### config.mk
export PLATFORM = sky130hd
export DESIGN_NAME = add3_result_stage
export DESIGN_NICKNAME = d
export VERILOG_FILES = /design/src/rtl/add3_result_stage.sv
export SDC_FILE = /design/constraint.sdc
export NUM_CORES = 1
export LEC_CHECK = 0
export CAP_MARGIN = 20
export CORE_ASPECT_RATIO = 1.2
export CORE_MARGIN = 2
export CORE_UTILIZATION = 47
export DETAILED_ROUTE_END_ITERATION = 10
export PLACE_DENSITY = 0.83
export SETUP_SLACK_MARGIN = 0.2
export SYNTH_ARGS = -nofsm -noshare
export SYNTH_HDL_FRONTEND = slang
export SYNTH_SLANG_ARGS = --single-unit
export TNS_END_PERCENT = 10
### constraint.sdc
create_clock -name clk -period 1.7 [get_ports clk]
set_clock_uncertainty 0.1 [all_clocks]
set_input_delay 0.34 -clock clk [delete_from_list [all_inputs] [get_ports clk]]
set_output_delay 0.34 -clock clk [all_outputs]
set_load 0.01 [all_outputs]
### src/rtl/add3_result_stage.sv
// -----------------------------------------------------------------------------
// add3_result_stage
//   Capture stage for the 3-bit ripple adder result {cout3,s2,s1,s0}.
//   Presents the captured result on a valid/ready stream through a 2-entry
//   skid buffer (head + skid), so in_ready is a register output and the
//   consumer's back-pressure never reaches the source combinationally.
//   Also keeps a saturating count of accepted beats whose carry was set.
//
//   Build option: define ADD3_SATURATE_EN to clamp the stored sum to 3'b111
//   whenever cout3=1. Without it the stored sum is the raw {s2,s1,s0}
//   (modulo-8 wrap). out_carry and ovf_count behave the same in both builds.
// -----------------------------------------------------------------------------
module add3_result_stage #(
    parameter int CNT_W = 8
) (
    input  logic             clk,
    input  logic             rst_n,
    input  logic             in_valid,
    output logic             in_ready,
    input  logic             s0,
    input  logic             s1,
    input  logic             s2,
    input  logic             cout3,
    output logic             out_valid,
    input  logic             out_ready,
    output logic [2:0]       out_sum,
    output logic             out_carry,
    input  logic             ovf_clr,
    output logic [CNT_W-1:0] ovf_count
);

    // Buffer occupancy: nothing held, head only, head and skid both full.
    typedef enum logic [1:0] {
        EMPTY = 2'd0,
        ONE   = 2'd1,
        TWO   = 2'd2
    } state_t;

    state_t     state;
    logic       push;
    logic       pop;
    logic [2:0] in_sum;
    logic [2:0] skid_sum;
    logic       skid_carry;

    // Stream handshakes; in_ready and out_valid are both registers.
    assign push = in_valid & in_ready;
    assign pop  = out_valid & out_ready;

    // Sum value as it is stored in either entry.
`ifdef ADD3_SATURATE_EN
    assign in_sum = cout3 ? 3'b111 : {s2, s1, s0};
`else
    assign in_sum = {s2, s1, s0};
`endif

    // Occupancy FSM; the head entry is the output register itself, and
    // in_ready/out_valid are loaded with the value the next state implies.
    always_ff @(posedge clk) begin
        // NOTE: every register here is assigned with <= so all of them update
        // from the pre-edge values; a blocking = would let later statements
        // see already-updated state and change the behaviour with ordering.
        if (!rst_n) begin
            state     <= EMPTY;
            in_ready  <= 1'b0;
            out_valid <= 1'b0;
            out_sum   <= 3'b000;
            out_carry <= 1'b0;
        end else begin
            case (state)
                EMPTY: begin
                    in_ready <= 1'b1;
                    if (push) begin
                        state     <= ONE;
                        out_valid <= 1'b1;
                        out_sum   <= in_sum;
                        out_carry <= cout3;
                    end
                end
                ONE: begin
                    if (push && pop) begin
                        out_sum   <= in_sum;
                        out_carry <= cout3;
                    end else if (push) begin
                        // Head is stalled; the new beat goes to the skid entry.
                        state    <= TWO;
                        in_ready <= 1'b0;
                    end else if (pop) begin
                        // Head data is left in place so out_sum/out_carry
                        // keep their last value while empty.
                        state     <= EMPTY;
                        out_valid <= 1'b0;
                    end
                end
                TWO: begin
                    // in_ready is 0 here, so only a pop can happen.
                    if (pop) begin
                        state     <= ONE;
                        in_ready  <= 1'b1;
                        out_sum   <= skid_sum;
                        out_carry <= skid_carry;
                    end
                end
                default: begin
                    state     <= EMPTY;
                    in_ready  <= 1'b0;
                    out_valid <= 1'b0;
                end
            endcase
        end
    end

    // Skid entry capture: only when a push arrives while the head is stalled.
    always_ff @(posedge clk) begin
        // NOTE: the skid entry has no reset; it is only ever read in TWO, which
        // is reachable solely after it has been written, so its power-up
        // contents are never observed.
        if (state == ONE && push && !pop) begin
            skid_sum   <= in_sum;
            skid_carry <= cout3;
        end
    end

    // Saturating count of accepted overflowing beats; clear beats increment.
    always_ff @(posedge clk) begin
        if (!rst_n) begin
            ovf_count <= '0;
        end else if (ovf_clr) begin
            ovf_count <= '0;
        end else if (push && cout3 && (ovf_count != {CNT_W{1'b1}})) begin
            ovf_count <= ovf_count + 1'b1;
        end
    end

endmodule

==> key figures <==
Logic synthesis
  – Syn Area/Cell: 9.71 um2
  – Asr flop ratio synth: 0%
  – Multiplexer share of the synthesized area: 4.30%
  – Mapped cell area: 932 um2
  – Synth Area in Adders: 1.34%
  – Largest family of logic cells by synthesized area: simple AND/OR/NAND/NOR gates
  – Synth Area in XOR/XNOR: 0.940%
  – Synth top area share: 34.4%
  – Synth Net Count: 106
  – Yosys warns: 0
  – Post-synth EDFFs: 4
  – Post-synthesis compound-gate area fraction: 21.9%
  – Most common cell in the netlist: dfxtp_1
  – #FFs+latches synth: 20
  – Synth top cells by count: dfxtp_1 (16), nand2_1 (12), a21oi_1 (6), a31oi_1 (6), nor2_1 (6)
  – Synth area leader: dfxtp_1
  – Most used DFF post-synth: dfxtp_1
  – Simple-Gate Fraction of Synth Area: 22.6%
  – Synth top area cells: dfxtp_1 (34%), edfxtp_1 (13%), nand2_1 (4.8%), mux2i_1 (4.3%), o211a_1 (4.3%)
  – Register area share after synthesis: 47.2%
  – Mapped Cells: 96
  – Post-synth cell types: 32

Min path
  – Hold Path End: skid_carry
  – Hold path cells: 1
  – Tightest Hold Check Type: input pin to flop
  – Hold_sp: cout3

Clock tree
  – CTS buffer count: 3
  – Setup bufs post-CTS: 0
  – CTS clk-pin slew, worst paths: 0.11 ns
  – # clock sinks: 20
  – Worst skew pair latency: 0.30 ns
  – CTS tree: done
  – Clock Path Buffers: 2
  – H-Tree Depth: 1
  – Clk root buf: clkbuf_4

Setup path
  – Register-to-register setup slack: 0.29 ns
  – Critical Path AT: 0.98 ns
  – Worst path slowest cell: dfxtp_2
  – Worst Path Buf+Inv: 1
  – Worst path max stage delay: 0.40 ns
  – RR Startpoint: ovf_count[1]
  – CP Capture Type: output pin
  – Critical path fanouts, max: 7
  – Reg-to-reg endpoint: ovf_count[6]
  – Top cell family by delay on the critical path: flip-flops
  – CP Class: flop to output pin
  – Reg2Reg Depth: 5
  – Critical-path cell list: dlygate4sd2_1
  – CP required: 1.26 ns
  – CP Launch Type: flop

Placed design
  – RePlAce Congestion: 0.785
  – Placed Instances: 144
  – Post-DP HPWL: 1.56 mm
  – Port Buffers: 22

Power
  – PD cells: 672 mW/mm2
  – Logic pwr share: 15.9%
  – Switching Power: 0.000224 W
  – Sequential power share: 58.7%
  – Clock power share: 25.5%
  – Leakage: 0.758 nW
  – Peak VDD IR: 0.626 mV
  – Internal power: 0.000670 W
  – Sw frac: 25.1%

Detailed routing
  – First-pass DRT Iterations: 4
  – Total number of vias: 851
  – DRC: 0
  – Final wirelength: 2.20 mm
  – Wirelength per Cell: 14.9 um
  – DRT iter0 DRCs: 11
  – Via density per instance: 5.75
  – Post-route ant nets: 0

STA
  – Final Max Slew Viols: 0
  – Unrepaired setup endpoints after global routing: false
  – Tcrit/Tclk final: 83.6%
  – Slew @ Worst Pin: 0.345 ns
  – Slew headroom: 77.0%
  – Count of final setup violators: 0
  – Final Hold Fails: 0
  – F_max: 703 MHz
  – Minimum clock period: 1.42 ns
  – Hold_ws: 0.223 ns

Floorplan
  – Core box area: 0.00185 mm2
  – IO Pins: 23
  – Die H: 52.8 um
  – Initial core utilization: 50.4%
  – Die Width: 44.7 um
  – Die ar.: 0.00236 mm2
  – Rows: 17

Flow run
  – Max cap viols: 0

Run status
  – Status: completed

Finish
  – Fillers: 143
  – Area grow syn2layout: 42.7%
  – Nets: 140
  – Post-layout util: 71.9%
  – Proportion of layout cells with a drive suffix above 1: 24.0%
  – Non-filler cells in the finished layout: 148
  – Antenna cells: 0

Global route
  – Largest net degree at the start of global routing: 12
  – Total global routing overflow: 0
  – Number of global-route vias before repair: 777
  – First-pass GRT wire length: 3.28 mm
  – Initial antenna violation count: 0
  – Total track usage: 19.5%
-- cells in the final DEF (no fill, tap or decap), types with 2 or more instances in the layout --
cell type        Yosys  layout
a21oi_1              6       6
o211a_1              4       4
dlygate4sd2_1        0       2
and3_1               4       4
o21a_1               3       3
buf_4                0      10
mux2i_1              4       4
nand4_1              4       4
a31oi_1              6       6
edfxtp_1             4       4
nand3_1              3       3
clkbuf_4             0       3
dfxtp_2              0       5
o21ai_0              2       2
o21bai_1             2       2
dfxtp_4              0       5
clkdlybuf4s50_1      0       5
dfxtp_1             16       6
nand2_1             12      12
nor2_1               6       5
nand2b_1             2       2
dlymetal6s2s_1       0      15
-- kinds of logic after synthesis --
logic type,after synthesis
fa+ha+maj,1
simple gates,38
xor+xnor,1
buf+inv,4
compound gates,28
flops,20
mux,4
-- flip-flops by register name (all words and copies together), names as in the netlist --
signal	count
skid_carry	1
out_sum	3
out_carry	1
state	2
skid_sum	3
ovf_count	8
in_ready	1
out_valid	1
-- power by group through the flow --
stage	Combinational (W)	Sequential, W	Clock (W)
final	0.000142	0.000524	0.000228
after global routing	0.000155	0.000529	0.000253
after CTS	0.000147	0.000527	0.000230
after detailed placement	0.000148	0.000539	0
after global placement	0.000145	0.000536	0
after floorplan	0.0000631	0.000541	0
-- routing by layer --
| metal | up-vias | track usage [%] | share of wire [%] |
|---|---|---|---|
| met2 | 27 | 31.6 | 50 |
| met5 | - | 0 | 0 |
| li1 | 428 | - | - |
| met1 | 392 | 23.6 | 42 |
| met4 | 0 | 13.6 | 2.6 |
| met3 | 4 | 2.07 | 5.6 |
-- timing repair --
item,in CTS,in global routing
endpoints found under the hold margin,0,0
resized for setup,12,22
hold buffers,0,0
endpoints found under the setup margin,26,26
-- layout make-up --
type	count	area, um2	area share [%]
Sequential cell	20	465	35.0
Clock inverter	1	3.75	0.282
Clock buffer	3	22.5	1.69
Tap cell	19	23.8	1.79
Timing Repair Buffer	32	330	24.8
Multi-Input combinational cell	72	480	36.1
Inverter	1	3.75	0.282
-- worst max-delay path by stage --
stage	slack, ns	from	end	cells past startpoint
CTS	0.006	out_valid	out_valid	1
floorplan	0.25	in_ready	ovf_count[7]	4
finish	0.28	ovf_count[4]	ovf_count[4]	1
detailed placement	-0.24	in_valid	ovf_count[7]	5
global placement	-0.16	in_valid	ovf_count[7]	5
global route	0.19	ovf_count[1]	ovf_count[6]	5
-- through the flow --
stage	area [um2]	setup TNS (ns)	setup WS (ns)	power, W
final	1330	0	0.278	0.000894
after CTS	1280	0	0.00595	0.000904
after detailed placement	1240	-2.09	-0.235	0.000686
after global routing	1330	0	0.191	0.000937
after global placement	1240	-1.58	-0.160	0.000681
after floorplan	932	0	0.255	0.000604
(Power assumes the default switching activity.)
==> patch (same flow settings) <==
Encoding of `state_t`: now one-hot (3 bits for 3 states).
--- a/src/rtl/add3_result_stage.sv
+++ b/src/rtl/add3_result_stage.sv
@@ -31,8 +31,8 @@
 
     // Buffer occupancy: nothing held, head only, head and skid both full.
-    typedef enum logic [1:0] {
-        EMPTY = 2'd0,
-        ONE   = 2'd1,
-        TWO   = 2'd2
+    typedef enum logic [2:0] {
+        EMPTY = 3'b001,
+        ONE   = 3'b010,
+        TWO   = 3'b100
     } state_t;
 
Check against the original RTL: same outputs for any inputs over 10 cycles, from zero or initial values and one cycle with rst_n low; not proved beyond that.
==> patch against the unedited design <==
- synthesized cell count is 7.3% higher
- total power increased by 3.1%
- largest power group unchanged
- routed wire length increased by 4.2%
- via count grew 3.8%
- sequential cell count is 1 higher
- sequential share of layout area shrank 1.9 points
- highest routed layer unchanged
- final area up 11%
- worst setup slack got worse by 0.14 ns
- synthesized area is 10% higher
- critical path type is now reg -> reg
- count of clock-buffer cells in the layout did not move
==> patch: results (changes against the unedited design) <==
Status
  • Status: finished clean

Setup path
  • Crit Path Max Fanout: 4 (-3)
  • R2r setup slk: 0.13 ns (-0.16 ns)
  • Reg2reg end: ovf_count[1]
  • Largest stage delay on the critical path: 0.38 ns (-0.02 ns)

STA
  • Hold_ws: 0.173 ns (-0.0501 ns)
  • Max_slew headroom: 73.9% (-3.1 points)

Finish
  • Fill count: 167 (+17%)
  • Multi-input gate area: 587 um^2 (+22%)
  • Layout Utilization: 71.5% (-0.38 points)
  • Design area: 1480 um^2 (+11%)
  • Signal buffers: 33 (+3.1%)
  • Multi-input gates: 77 (+6.9%)
  • Clock network area share: 1.86% (-0.12 points)
  • Seq_cells: 21 (+5.0%)

GRT
  • Met1 usage: 24.1% (+0.51 points)
  • Vias in the first global route: 867 (+12%)
  • GRT Util Overall: 19.3% (-0.20 points)

Power and ir drop
  • Comb pwr share: 15.5% (-0.4 points)
  • Sequential share of power: 57.9% (-0.8 points)
  • Power Internal: 0.000683 W (+1.9%)
  • Leak: 0.783 nW (+3.3%)
  • Peak supply drop: 0.426 mV (-32%)

Logic synthesis
  • Xor/xnor share of the synthesized area: 5.12% (+4.2 points)
  • Post-synth top area share: 33.1% (-1.2 points)
  • Compound-cell area share of the yosys netlist: 18.9% (-3.0 points)
  • Syn_nets: 113 (+6.6%)
  • Mux cell area share after synthesis: 4.87% (+0.58 points)
  • List of most frequent post-synthesis cells: 17 x dfxtp_1, 9 x a21oi_1, 8 x o21ai_0
  • Post-Synth Adder-Cell Area: 1.22% (-0.12 points)
  • Register area share after synthesis: 44.8% (-2.4 points)
  • Mean Syn Cell Area: 9.97 um^2 (+2.7%)

Drt
  • Met2 Routed Length: 1210 um (+9.2%)
  • DR vias/cell: 5.32 (-7.5%)
  • Met3 wire length: 115 um (-6.5%)
  • DRT met1 WL: 946 um (+3.3%)
  • Initial DRC count: 18 (+7)

Placement
  • Detailed placement HPWL: 1640 um (+5.7%)
  • Placed cells: 161 (+12%)
patch: changes by cell type in the layout (fill, tap and decap cells not counted), sizes merged, moves of 3 or more:
cell   delta
nand2     -9
a21oi     +3
xor2      +5
o21ai     +6
a31oi     -4
o31ai     +4
o211a     -4
patch: worst max path at each step:
| stage | slack, ns | from | depth (start not counted) | end |
|---|---|---|---|---|
| floorplan | 0.16 | state[2] | 6 | out_carry |
| global placement | -0.14 | cout3 | 5 | ovf_count[5] |
| detailed placement | -0.18 | cout3 | 5 | ovf_count[7] |
| CTS | 0.002 | ovf_count[1] | 1 | ovf_count[1] |
| global route | 0.03 | ovf_count[1] | 5 | ovf_count[1] |
| finish | 0.13 | ovf_count[0] | 5 | ovf_count[1] |
patch: what timing repair did:
item / CTS / global route
gates resized for setup: 12 / 32
cloned: 0 / 0
setup buffers: 0 / 1
endpoints found under the setup margin: 30 / 30
pin swaps: 0 / 9
